### config.mk
export PLATFORM = sky130hd
export DESIGN_NAME = trisc_datapath
export DESIGN_NICKNAME = d
export VERILOG_FILES = /design/src/rtl/trisc_pkg.sv /design/src/rtl/trisc_ram.sv /design/src/rtl/trisc_datapath.sv
export SDC_FILE = /design/constraint.sdc
export NUM_CORES = 1
export LEC_CHECK = 0
export BUFFER_PORTS_ARGS = -buffer_cell sky130_fd_sc_hd__clkbuf_2
export CAP_MARGIN = 5
export CORE_MARGIN = 3
export CORE_UTILIZATION = 40
export CTS_BUF_LIST = sky130_fd_sc_hd__clkbuf_2
export DETAILED_ROUTE_END_ITERATION = 16
export PLACE_DENSITY = 0.64
export SYNTH_ARGS = -nofsm -noshare
export SYNTH_HDL_FRONTEND = slang
export SYNTH_SLANG_ARGS = --single-unit
### constraint.sdc
create_clock -name CLK -period 2.5 [get_ports CLK]
set_clock_uncertainty 0.2 [all_clocks]
set_input_delay 0.25 -clock CLK [delete_from_list [all_inputs] [get_ports CLK]]
set_output_delay 0.25 -clock CLK [all_outputs]
set_load 0.05 [all_outputs]
### src/rtl/trisc_pkg.sv
`default_nettype none
// ============================================================================
// Module   : trisc_pkg
// Purpose  : Shared TRISC definitions: control-word bit positions, opcode
//            encodings and the one-hot op vector seen by the controller.
// Revision : 1.0  initial release
// ============================================================================
package trisc_pkg;

  localparam int CTRL_W = 16;
  localparam int OP_W   = 11;

  // Control-word bit positions
  localparam int C_PC_CLR  = 0;   // PC <= 0
  localparam int C_PC_JMP  = 1;   // PC <= IR.addr (also steers the MAR source)
  localparam int C_PC_INC  = 2;   // PC <= PC + 1
  localparam int C_MAR_LD  = 3;   // MAR <= PC or IR.addr
  localparam int C_MEM     = 4;   // memory cycle
  localparam int C_MEM_WR  = 5;   // with C_MEM: write AC to RAM, else read into MDR
  localparam int C_SPARE6  = 6;
  localparam int C_IR_LD   = 7;   // IR <= MDR, MAR <= MDR.addr
  localparam int C_AC_CLR  = 8;   // AC <= 0
  localparam int C_AC_INC  = 9;   // AC <= AC + 1
  localparam int C_ALU_ADD = 10;  // ALU output: 0 = MDR, 1 = AC + R
  localparam int C_AC_LD   = 11;  // AC <= ALU
  localparam int C_SPARE12 = 12;
  localparam int C_SPARE13 = 13;
  localparam int C_R_LD    = 14;  // R <= MDR
  localparam int C_OUT_LD  = 15;  // out_reg <= AC (only with the output register)

  // One-hot op vector the controller branches on
  localparam logic [OP_W-1:0] OP_LDA = 11'b100_0000_0000;
  localparam logic [OP_W-1:0] OP_STA = 11'b010_0000_0000;
  localparam logic [OP_W-1:0] OP_ADD = 11'b001_0000_0000;
  localparam logic [OP_W-1:0] OP_INC = 11'b000_0010_0000;
  localparam logic [OP_W-1:0] OP_CLR = 11'b000_0001_0000;
  localparam logic [OP_W-1:0] OP_JMP = 11'b000_0000_1000;

  // 3-bit opcode field encodings
  typedef enum logic [2:0] {
    OPC_ILL0 = 3'b000,
    OPC_LDA  = 3'b001,
    OPC_STA  = 3'b010,
    OPC_ADD  = 3'b011,
    OPC_INC  = 3'b100,
    OPC_CLR  = 3'b101,
    OPC_JMP  = 3'b110,
    OPC_ILL7 = 3'b111
  } opcode_t;

  // Illegal opcodes decode to all-zero so the controller never sees a multi-hot op
  function automatic logic [OP_W-1:0] decode_op(input logic [2:0] opc);
    decode_op = '0;
    case (opcode_t'(opc))
      OPC_LDA: decode_op = OP_LDA;
      OPC_STA: decode_op = OP_STA;
      OPC_ADD: decode_op = OP_ADD;
      OPC_INC: decode_op = OP_INC;
      OPC_CLR: decode_op = OP_CLR;
      OPC_JMP: decode_op = OP_JMP;
      default: decode_op = '0;
    endcase
  endfunction

endpackage
`default_nettype wire

### src/rtl/trisc_ram.sv
`default_nettype none
// ============================================================================
// Module   : trisc_ram
// Purpose  : Single-port program/data RAM with synchronous read and write and
//            a preload port that owns the array while reset is held.
//            The registered read data is the datapath's MDR.
// Revision : 1.0  initial release
// ============================================================================
module trisc_ram #(
  parameter int DATA_W = 8,
  parameter int ADDR_W = 5
) (
  input  logic              clk,
  input  logic              rst_n,
  input  logic              en,
  input  logic              we,
  input  logic [ADDR_W-1:0] addr,
  input  logic [DATA_W-1:0] wdata,
  output logic [DATA_W-1:0] rdata,
  input  logic              ld_we,
  input  logic [ADDR_W-1:0] ld_addr,
  input  logic [DATA_W-1:0] ld_data
);

  localparam int DEPTH = 2 ** ADDR_W;

  logic [DATA_W-1:0] mem [DEPTH];
  logic              arr_we;
  logic [ADDR_W-1:0] arr_addr;
  logic [DATA_W-1:0] arr_wdata;

  // Select the write source: loader while in reset, datapath otherwise
  always_comb begin
    arr_we    = en & we;
    arr_addr  = addr;
    arr_wdata = wdata;
    if (!rst_n) begin
      arr_we    = ld_we;
      arr_addr  = ld_addr;
      arr_wdata = ld_data;
    end
  end

  // Array write; contents survive reset
  always_ff @(posedge clk) begin
    if (arr_we) mem[arr_addr] <= arr_wdata;
  end

  // Registered read port (MDR), cleared by reset
  always_ff @(posedge clk or negedge rst_n) begin
    if (!rst_n)          rdata <= '0;
    else if (en && !we)  rdata <= mem[addr];
  end

endmodule
`default_nettype wire

### src/rtl/trisc_datapath.sv
`default_nettype none
// ============================================================================
// Module   : trisc_datapath
// Purpose  : TRISC datapath slave. Executes the 16-bit control word on PC,
//            MAR, MDR, IR, AC, R and the RAM, and decodes IR into the one-hot
//            op vector for the controller.
//            Optional feature macro: TRISC_OUTREG_EN adds out_reg loaded by C15.
// Revision : 1.0  initial release
// ============================================================================
module trisc_datapath
  import trisc_pkg::*;
#(
  parameter int DATA_W = 8,
  parameter int ADDR_W = 5   // must satisfy ADDR_W <= DATA_W-3
) (
  input  logic              CLK,
  input  logic              CLR,
  input  logic [CTRL_W-1:0] control,
  output logic [OP_W-1:0]   op,
  output logic [DATA_W-1:0] ac_out,
  output logic [ADDR_W-1:0] pc_out,
`ifdef TRISC_OUTREG_EN
  output logic [DATA_W-1:0] out_reg,
`endif
  input  logic              ld_we,
  input  logic [ADDR_W-1:0] ld_addr,
  input  logic [DATA_W-1:0] ld_data
);

  logic [ADDR_W-1:0] pc;
  logic [ADDR_W-1:0] mar;
  logic [DATA_W-1:0] mdr;
  logic [DATA_W-1:0] ir;
  logic [DATA_W-1:0] ac;
  logic [DATA_W-1:0] r;
  logic [DATA_W-1:0] alu;
  logic [ADDR_W-1:0] ir_addr;
  logic              unused_ctrl;

  assign ir_addr = ir[ADDR_W-1:0];
  assign alu     = control[C_ALU_ADD] ? (ac + r) : mdr;
  assign op      = decode_op(ir[DATA_W-1 -: 3]);
  assign ac_out  = ac;
  assign pc_out  = pc;

`ifdef TRISC_OUTREG_EN
  assign unused_ctrl = ^{control[C_SPARE6], control[C_SPARE12], control[C_SPARE13]};
`else
  assign unused_ctrl = ^{control[C_SPARE6], control[C_SPARE12], control[C_SPARE13],
                         control[C_OUT_LD]};
`endif

  // Program counter: clear beats jump beats increment
  always_ff @(posedge CLK or negedge CLR) begin
    if (!CLR)                      pc <= '0;
    else if (control[C_PC_CLR])    pc <= '0;
    else if (control[C_PC_JMP])    pc <= ir_addr;
    else if (control[C_PC_INC])    pc <= pc + ADDR_W'(1);
  end

  // Memory address: IR load forwards the operand address, otherwise PC or IR.addr
  always_ff @(posedge CLK or negedge CLR) begin
    if (!CLR)                      mar <= '0;
    else if (control[C_IR_LD])     mar <= mdr[ADDR_W-1:0];
    else if (control[C_MAR_LD])    mar <= control[C_PC_JMP] ? ir_addr : pc;
  end

  // Instruction register
  always_ff @(posedge CLK or negedge CLR) begin
    if (!CLR)                      ir <= '0;
    else if (control[C_IR_LD])     ir <= mdr;
  end

  // Accumulator: clear beats ALU load beats increment
  always_ff @(posedge CLK or negedge CLR) begin
    if (!CLR)                      ac <= '0;
    else if (control[C_AC_CLR])    ac <= '0;
    else if (control[C_AC_LD])     ac <= alu;
    else if (control[C_AC_INC])    ac <= ac + DATA_W'(1);
  end

  // ALU temp register
  always_ff @(posedge CLK or negedge CLR) begin
    if (!CLR)                      r <= '0;
    else if (control[C_R_LD])      r <= mdr;
  end

`ifdef TRISC_OUTREG_EN
  // Output register snapshot of AC
  always_ff @(posedge CLK or negedge CLR) begin
    if (!CLR)                      out_reg <= '0;
    else if (control[C_OUT_LD])    out_reg <= ac;
  end
`endif

  trisc_ram #(
    .DATA_W (DATA_W),
    .ADDR_W (ADDR_W)
  ) u_ram (
    .clk     (CLK),
    .rst_n   (CLR),
    .en      (control[C_MEM]),
    .we      (control[C_MEM_WR]),
    .addr    (mar),
    .wdata   (ac),
    .rdata   (mdr),
    .ld_we   (ld_we),
    .ld_addr (ld_addr),
    .ld_data (ld_data)
  );

endmodule
`default_nettype wire

==> flow_summary_export.csv, run 1 <==
group,metric,value,unit
global_routing,grt_max_degree,33,
yosys,synth_seq_cells,298,
worst_setup_path,crit_required,2.97,ns
timing,tns,0,ns
detailed_routing,wl_per_cell,19.5,um
worst_setup_path,critical_path_class,"flip-flop to flip-flop",
die,initial_core_util,41.2,%
yosys,netlist_area,12800,sq um
pwr,leakagePower,5.61,nW
die,ioPinCount,56,
hold_path,whs_path_depth,3,
outcome,status,"complete, no violations",
yosys,ys_async_sr_fraction,14.1,%
detailed_routing,drt_iter0_drc,511,
cts,root_buffer,"clkbuf_2",
final_layout,drive_above_1_share,27.4,%
final_layout,area_growth,16.2,%
worst_setup_path,end_kind,"flip-flop",
detailed_routing,vias,7448,
timing,slew_violations,0,
detailed_routing,route.detailed.drc,0,
cts,cts_tree,"done",
cts,cts_buffers,75,
detailed_routing,ant_nets,0,
timing,fmax,403,MHz
pwr,peakVddDrop,0.419,mV
worst_setup_path,critPathMaxFanout,18,
hold_path,hold_path.class,"input pin to flip-flop",
die,dieHeight,185,um
global_routing,grt_pass1_wl,42.9,mm
placement,portBuffers,46,
global_routing,grt_pass1_vias,7547,
job,drv_cap,0,
final_layout,n_fill_cell,2682,
cts,ctsHtreeMaxLevel,3,
cts,clock_latency,0.83,ns
worst_setup_path,worst_ep_arrival_time,2.95,ns
worst_setup_path,reg2reg_depth,6,
die,die_area,34100,sq um
cts,clk_path_buf_depth,3,
global_routing,grt_util_all_layers,16.7,%
die,rows,64,
timing,setup_viol,0,
yosys,syn_area_per_cell,15.5,sq um
yosys,postSynthCellCount,821,
cts,clock-sinks,298,
timing,rsz0062_at_grt,"false",
global_routing,grt_overflow,0,
timing,finalHoldViolCount,0,
yosys,ys.flop_type,"edfxtp_1",
timing,fin_crit_sh,99.1,%
detailed_routing,drtPass1Iterations,4,
die,core,31000,sq um
yosys,ys_warn_count,0,
timing,min_period,2.48,ns
yosys,synth_edf_count,256,
detailed_routing,wl,28.2,mm
timing,worst_pin_slew,0.760,ns
global_routing,antenna_found_initial,1,
pwr,power_density,865,nW/um^2
placement,dpl.hpwl,18.0,mm
die,die_w,185,um
final_layout,postLayoutCoreUtil,47.8,%
yosys,seq_area_frac_synth,68.5,%
final_layout,final_nets,1042,
placement,gp_congestion,0.800,
detailed_routing,vias_per_cell,5.15,
cts,clk_pin_slew,0.11,ns
worst_setup_path,startpoint_type,"flip-flop",
timing,relSlewSlack,49.3,%
yosys,yosysUniqueCellTypes,47,
[worst paths after layout]
path                       startpoint        endpoint  slack (ns)
setup reg to reg               mar[0]  u_ram.rdata[0]        0.02
setup / recovery               mar[0]  u_ram.rdata[0]        0.02
min in group asynchronous         CLR  u_ram.rdata[1]        0.60
hold / removal             control[5]  u_ram.rdata[5]        0.06
hold reg to reg                  r[2]            r[2]        0.32
max in group asynchronous         CLR  u_ram.rdata[4]        0.82
[power breakdown]
group | internal [mW] | switching [mW]
combinational | 1.40 | 2.02
clock | 1.41 | 1.87
sequential | 5.82 | 0.291
total | 8.63 | 4.18
[final cells by class]
class                           count  area (sq um)  share of cell area (%)
Multi-Input combinational cell    470          3730                    25.1
Timing Repair Buffer              149          1130                    7.63
Antenna cell                        1          2.50                  0.0169
Sequential cell                   298          8750                    59.0
Tap cell                          396           495                    3.34
Clock buffer                      102           510                    3.45
Inverter                            6          22.5                   0.152
Clock inverter                     25           183                    1.23
[synth_stat cells, drive strengths merged, types with 3 or more instances]
cell      n  area, sq um
o22ai     9         56.3
nand2b    4         25.0
clkbuf   17         67.6
xor2      5         43.8
a22o     17          149
nor2b     6         37.5
dfrtp    42         1050
edfxtp  256         7690
a22oi    32          240
and3b     3         26.3
ha        9          113
o31ai     3         22.5
a221oi   16          178
mux2i   140         1400
o41ai     8          130
a211oi   12         90.1
nand2    44          165
buf      34          283
o21ai    23          115
inv       6         22.5
nand4     5         31.3
xnor2    11         96.3
nand3b    4         30.0
a21oi    22          110
nor2     52          195
nor3b     4         30.0
mux2     21          236
[worst max-delay path: stages, from the launching register on]
cell,delay [ns]
dfrtp_4,0.55
buf_12,0.18
buf_12,0.16
mux2i_1,0.12
a221oi_1,0.56
o22ai_1,0.23
o41ai_2,0.34
[cells in the final DEF, fill, tap and decap left out, types with 6 or more instances in the layout]
cell type      instances
xnor2_1               11
a221oi_2              11
a22oi_1               32
nand2_1               44
dlygate4sd3_1         24
o41ai_2                8
inv_1                  6
o21ai_0               23
mux2i_1              140
clkbuf_2             147
nor2_1                51
clkinv_1              18
o22ai_1                9
a21oi_1               21
a211oi_1              11
a22o_1                17
dfrtp_1               38
ha_1                   8
edfxtp_1             256
mux2_2                21
buf_4                 73
[sequential cells by signal, indices dropped and copies added, names as in the netlist]
register,cells
ir,8
pc_out,5
mar,5
u_ram.mem,256
u_ram.rdata,8
r,8
ac_out,8
[layer usage]
layer	routed length [um]	global-route usage, %	vias up
met4	323	4.81	0
met2	13700	27.5	208
li1	-	-	3591
met5	0	0	-
met3	1540	3.73	29
met1	12600	22.4	3620
[cells by family after synthesis]
kind of cell / after synthesis / synth area share (%)
flops: 298 / 68.5
fa+ha+maj: 10 / 1.04
other cells: 1 / 0.0294
simple gates: 129 / 4.59
compound gates: 149 / 8.96
buf+inv: 57 / 2.92
xor+xnor: 16 / 1.10
mux: 161 / 12.8
[repair_timing]
item                                    in CTS  in global routing
hold endpoints to repair                   297                  0
hold buffers                                25                  0
endpoints found under the setup margin       0                 11
setup buffers                                0                  5
resized for setup                            0                 11
[stage by stage]
stage / instance area [sq um] / power (mW) / std cells / hold slack [ns] / setup slack [ns]
finish: 14800 / 12.8 / 1447 / 0.0593 / 0.0216
global route: 14800 / 13.5 / 1447 / 0.0148 / 0.00307
CTS: 14700 / 12.9 / 1442 / 0.00139 / 0.0126
detailed placement: 13800 / 9.55 / 1290 / 0.0463 / 0.0371
global placement: 13800 / 9.50 / 1290 / 0.0386 / 0.0414
floorplan: 12800 / 8.54 / 825 / -0.246 / 0.0294
(Power assumes the default switching activity.)
==> run 2: changes to the inputs <==
--- a/config.mk
+++ b/config.mk
@@ -11,7 +11,9 @@
 export CORE_UTILIZATION = 40
 export CTS_BUF_LIST = sky130_fd_sc_hd__clkbuf_2
 export DETAILED_ROUTE_END_ITERATION = 16
+export GPL_TIMING_DRIVEN = 0
 export PLACE_DENSITY = 0.64
 export SYNTH_ARGS = -nofsm -noshare
 export SYNTH_HDL_FRONTEND = slang
+export SYNTH_HIERARCHICAL = 1
 export SYNTH_SLANG_ARGS = --single-unit
==> run 2 against run 1 <==
  * Critical path depth stayed put
  * Sequential cell count stayed put
  * Largest cell class unchanged
  * Via count is 7.0% higher
  * Sequential power is 0.8% higher
  * Non-clock buffer count is 4 higher
  * Largest power group unchanged
  * Synthesized cell count is 0.37% lower
  * Hold slack better by 0.014 ns
  * Combinational power is 4% higher
  * Total power is 2.0% higher
  * Setup slack better by 0.025 ns
  * Die area is 0.25% higher
==> flow_summary_export.csv, run 2 <==
group,metric,value,unit
yosys,seq_area_frac_synth,68.3,%
timing,holdWs,0.0730,ns
timing,relSlewSlack,51.4,%
cts,clock_latency,0.87,ns
final_layout,drive_above_1_share,29.9,%
worst_setup_path,critPathLaunch,"mar[2]",
detailed_routing,ant_nets,0,
hold_path,hold_path.class,"input pin to flip-flop",
timing,min_period,2.45,ns
placement,post_dp_cell_area,13500,sq um
die,ioPinCount,56,
yosys,postSynthCellCount,818,
yosys,yosysTopAreaCellShare,60.1,%
detailed_routing,drtPass1Iterations,5,
yosys,synth_edf_count,256,
detailed_routing,drt_iter0_drc,611,
final_layout,area_growth,20.7,%
timing,fin_crit_sh,98.1,%
timing,finalWorstSetupSlack,0.0465,ns
final_layout,n_fill_cell,2598,
worst_setup_path,critical_path_class,"flip-flop to flip-flop",
die,die_w,185,um
yosys,synth_seq_cells,298,
cts,clk_path_buf_depth,3,
yosys,ys_async_sr_fraction,14.1,%
yosys,yosysUniqueCellTypes,57,
final_layout,stdcell_area,15400,sq um
yosys,netlist_area,12800,sq um
placement,portBuffers,39,
placement,pre_cts_slack,-1.17,ns
die,rows,64,
detailed_routing,wl,32.1,mm
timing,finalHoldViolCount,0,
final_layout,largest_reg_flops,256,
die,dieHeight,185,um
yosys,syn_area_per_cell,15.6,sq um
timing,worst_pin_slew,0.729,ns
final_layout,top_register,"u_ram/mem",
cts,cts_tree,"done",
worst_setup_path,worst_ep_arrival_time,2.95,ns
worst_setup_path,end_kind,"flip-flop",
timing,slew_violations,0,
final_layout,layout_commonest_cell,"edfxtp_1",
worst_setup_path,startpoint_type,"flip-flop",
yosys,ys.flop_type,"edfxtp_1",
global_routing,antenna_found_initial,1,
cts,clk_pin_slew,0.10,ns
detailed_routing,route.detailed.drc,0,
timing,fmax,408,MHz
outcome,status,"complete, no violations",
worst_setup_path,crit_required,3.00,ns
job,drv_cap,0,
yosys,ys_warn_count,6,
die,die_area,34100,sq um
worst_setup_path,slowest_delay,0.52,ns
global_routing,grt_pass1_wl,48.2,mm
detailed_routing,vias,7970,
yosys,synth.most_common_cell,"edfxtp_1",
yosys,yosys-top-cells-count,"256 x edfxtp_1, 139 x mux2i_1, 46 x nor2_1, 42 x dfrtp_1, 40 x nand2_1",
cts,ctsHtreeMaxLevel,3,
final_layout,mostFrequentLayoutCells,"256 x edfxtp_1, 167 x clkbuf_2, 138 x mux2i_1",
detailed_routing,vias_per_cell,5.45,
pwr,leakagePower,5.74,nW
global_routing,grt_overflow,0,
yosys,synth.largest_area_cell,"edfxtp_1",
placement,gp_congestion,0.844,
global_routing,grt_max_degree,43,
placement,dpl.hpwl,19.8,mm
yosys,ys_top_cells_by_area,"edfxtp_1 60%, mux2i_1 11%, dfrtp_1 8.2%, a22oi_1 1.9%, mux2_2 1.6%",
final_layout,final_nets,1044,
pwr,peakVddDrop,0.347,mV
worst_setup_path,crit_slowest_cell,"dfrtp_2",
worst_setup_path,critPathMaxFanout,10,
cts,root_buffer,"clkbuf_2",
global_routing,grt_util_all_layers,18.9,%
cts,clock-sinks,298,
worst_setup_path,cp_cell_sequence,"and2_1, clkbuf_1, clkbuf_4, a221oi_1, o22ai_1, o41ai_1",
cts,cts_buffers,76,
worst_setup_path,reg2reg_from,"mar[2]",
global_routing,grt_pass1_vias,8042,
timing,rsz0062_at_grt,"true",
hold_path,worstHoldStart,"ld_data[4]",
die,initial_core_util,41.2,%
die,core,31100,sq um
detailed_routing,wl_per_cell,22.0,um
pwr,power_density,847,nW/um^2
timing,setup_viol,0,
-- run 2: cell count changes after synthesis, moves of 4 or more --
cell / before / now
o21ai_0: 23 / 13
nor2_1: 52 / 46
o21ai_1: 0 / 6
clkbuf_1: 16 / 12
nand2_1: 44 / 40
nand3_1: 2 / 6
-- run 2: kinds of logic after synthesis --
group,after synthesis,share of synthesized area (%)
AO/OA/AOI/OAI,150,8.91
XOR/XNOR,16,1.10
adder cells (fa/ha/maj),10,1.04
buffers and inverters,59,3.24
flip-flops,298,68.3
multiplexers,160,12.7
other,1,0.0293
AND/OR/NAND/NOR,124,4.62
-- run 2: path summary, 6_finish.rpt --
path | endpoint | slack, ns | depth (start not counted)
worst min-delay path | u_ram/mem[27][4] | 0.07 | 2
min in group asynchronous | pc_out[0] | 0.12 | 4
worst max register to register | u_ram/rdata[7] | 0.05 | 6
worst max-delay path | u_ram/rdata[7] | 0.05 | 6
max in group asynchronous | mar[2] | 1.70 | 4
worst min register to register | r[6] | 0.32 | 1
-- run 2: layout make-up --
class / instances / area [sq um] / share of cell area (%)
diodes: 1 / 2.50 / 0.0162
plain buffers: 51 / 403 / 2.61
clock buffers: 122 / 611 / 3.96
clock inverters: 19 / 110 / 0.714
inverters: 8 / 30.0 / 0.195
multi-input cells: 465 / 3960 / 25.7
flip-flops and latches: 298 / 8740 / 56.6
well taps: 396 / 495 / 3.21
repair buffers: 102 / 1070 / 6.96
-- run 2: where the power goes --
group          switching [mW]  leakage (nW)  internal (mW)  total [mW]
sequential              0.349          2.84           5.81        6.16
combinational            2.21          2.33           1.35        3.56
clock                    1.95         0.570           1.40        3.35
-- run 2: timing repair --
action                                 4_1_cts  5_1_grt
pin swaps                                   28        0
setup endpoints to repair                  264      261
gates resized for setup                     82       13
hold buffers                                32        1
endpoints found under the hold margin      186        3
setup buffers                               30        0
-- run 2: per-stage QoR --
step	utilization (%)	power (mW)	instances	TNS, ns
after global placement	43.4	9.50	1257	-415.58
after floorplan	-	8.49	822	0
final	49.7	13.1	1462	0
after detailed placement	43.4	9.56	1257	-445.19
after CTS	49.5	13.1	1460	-0.0578
after global routing	49.7	13.7	1462	-0.0752
-- run 2: per-layer routing --
metal	wire (um)	GRT usage [%]
met5	0	0
met4	1030	7.80
met3	2050	4.16
met2	15000	29.5
met1	14000	25.9
-- run 2: critical path: cells and delay by family, from the launching register on --
| family | cells | cell delay, ns |
|---|---|---|
| flops | 1 | 0.52 |
| simple gates | 1 | 0.20 |
| compound gates | 3 | 1.02 |
| buf+inv | 2 | 0.39 |
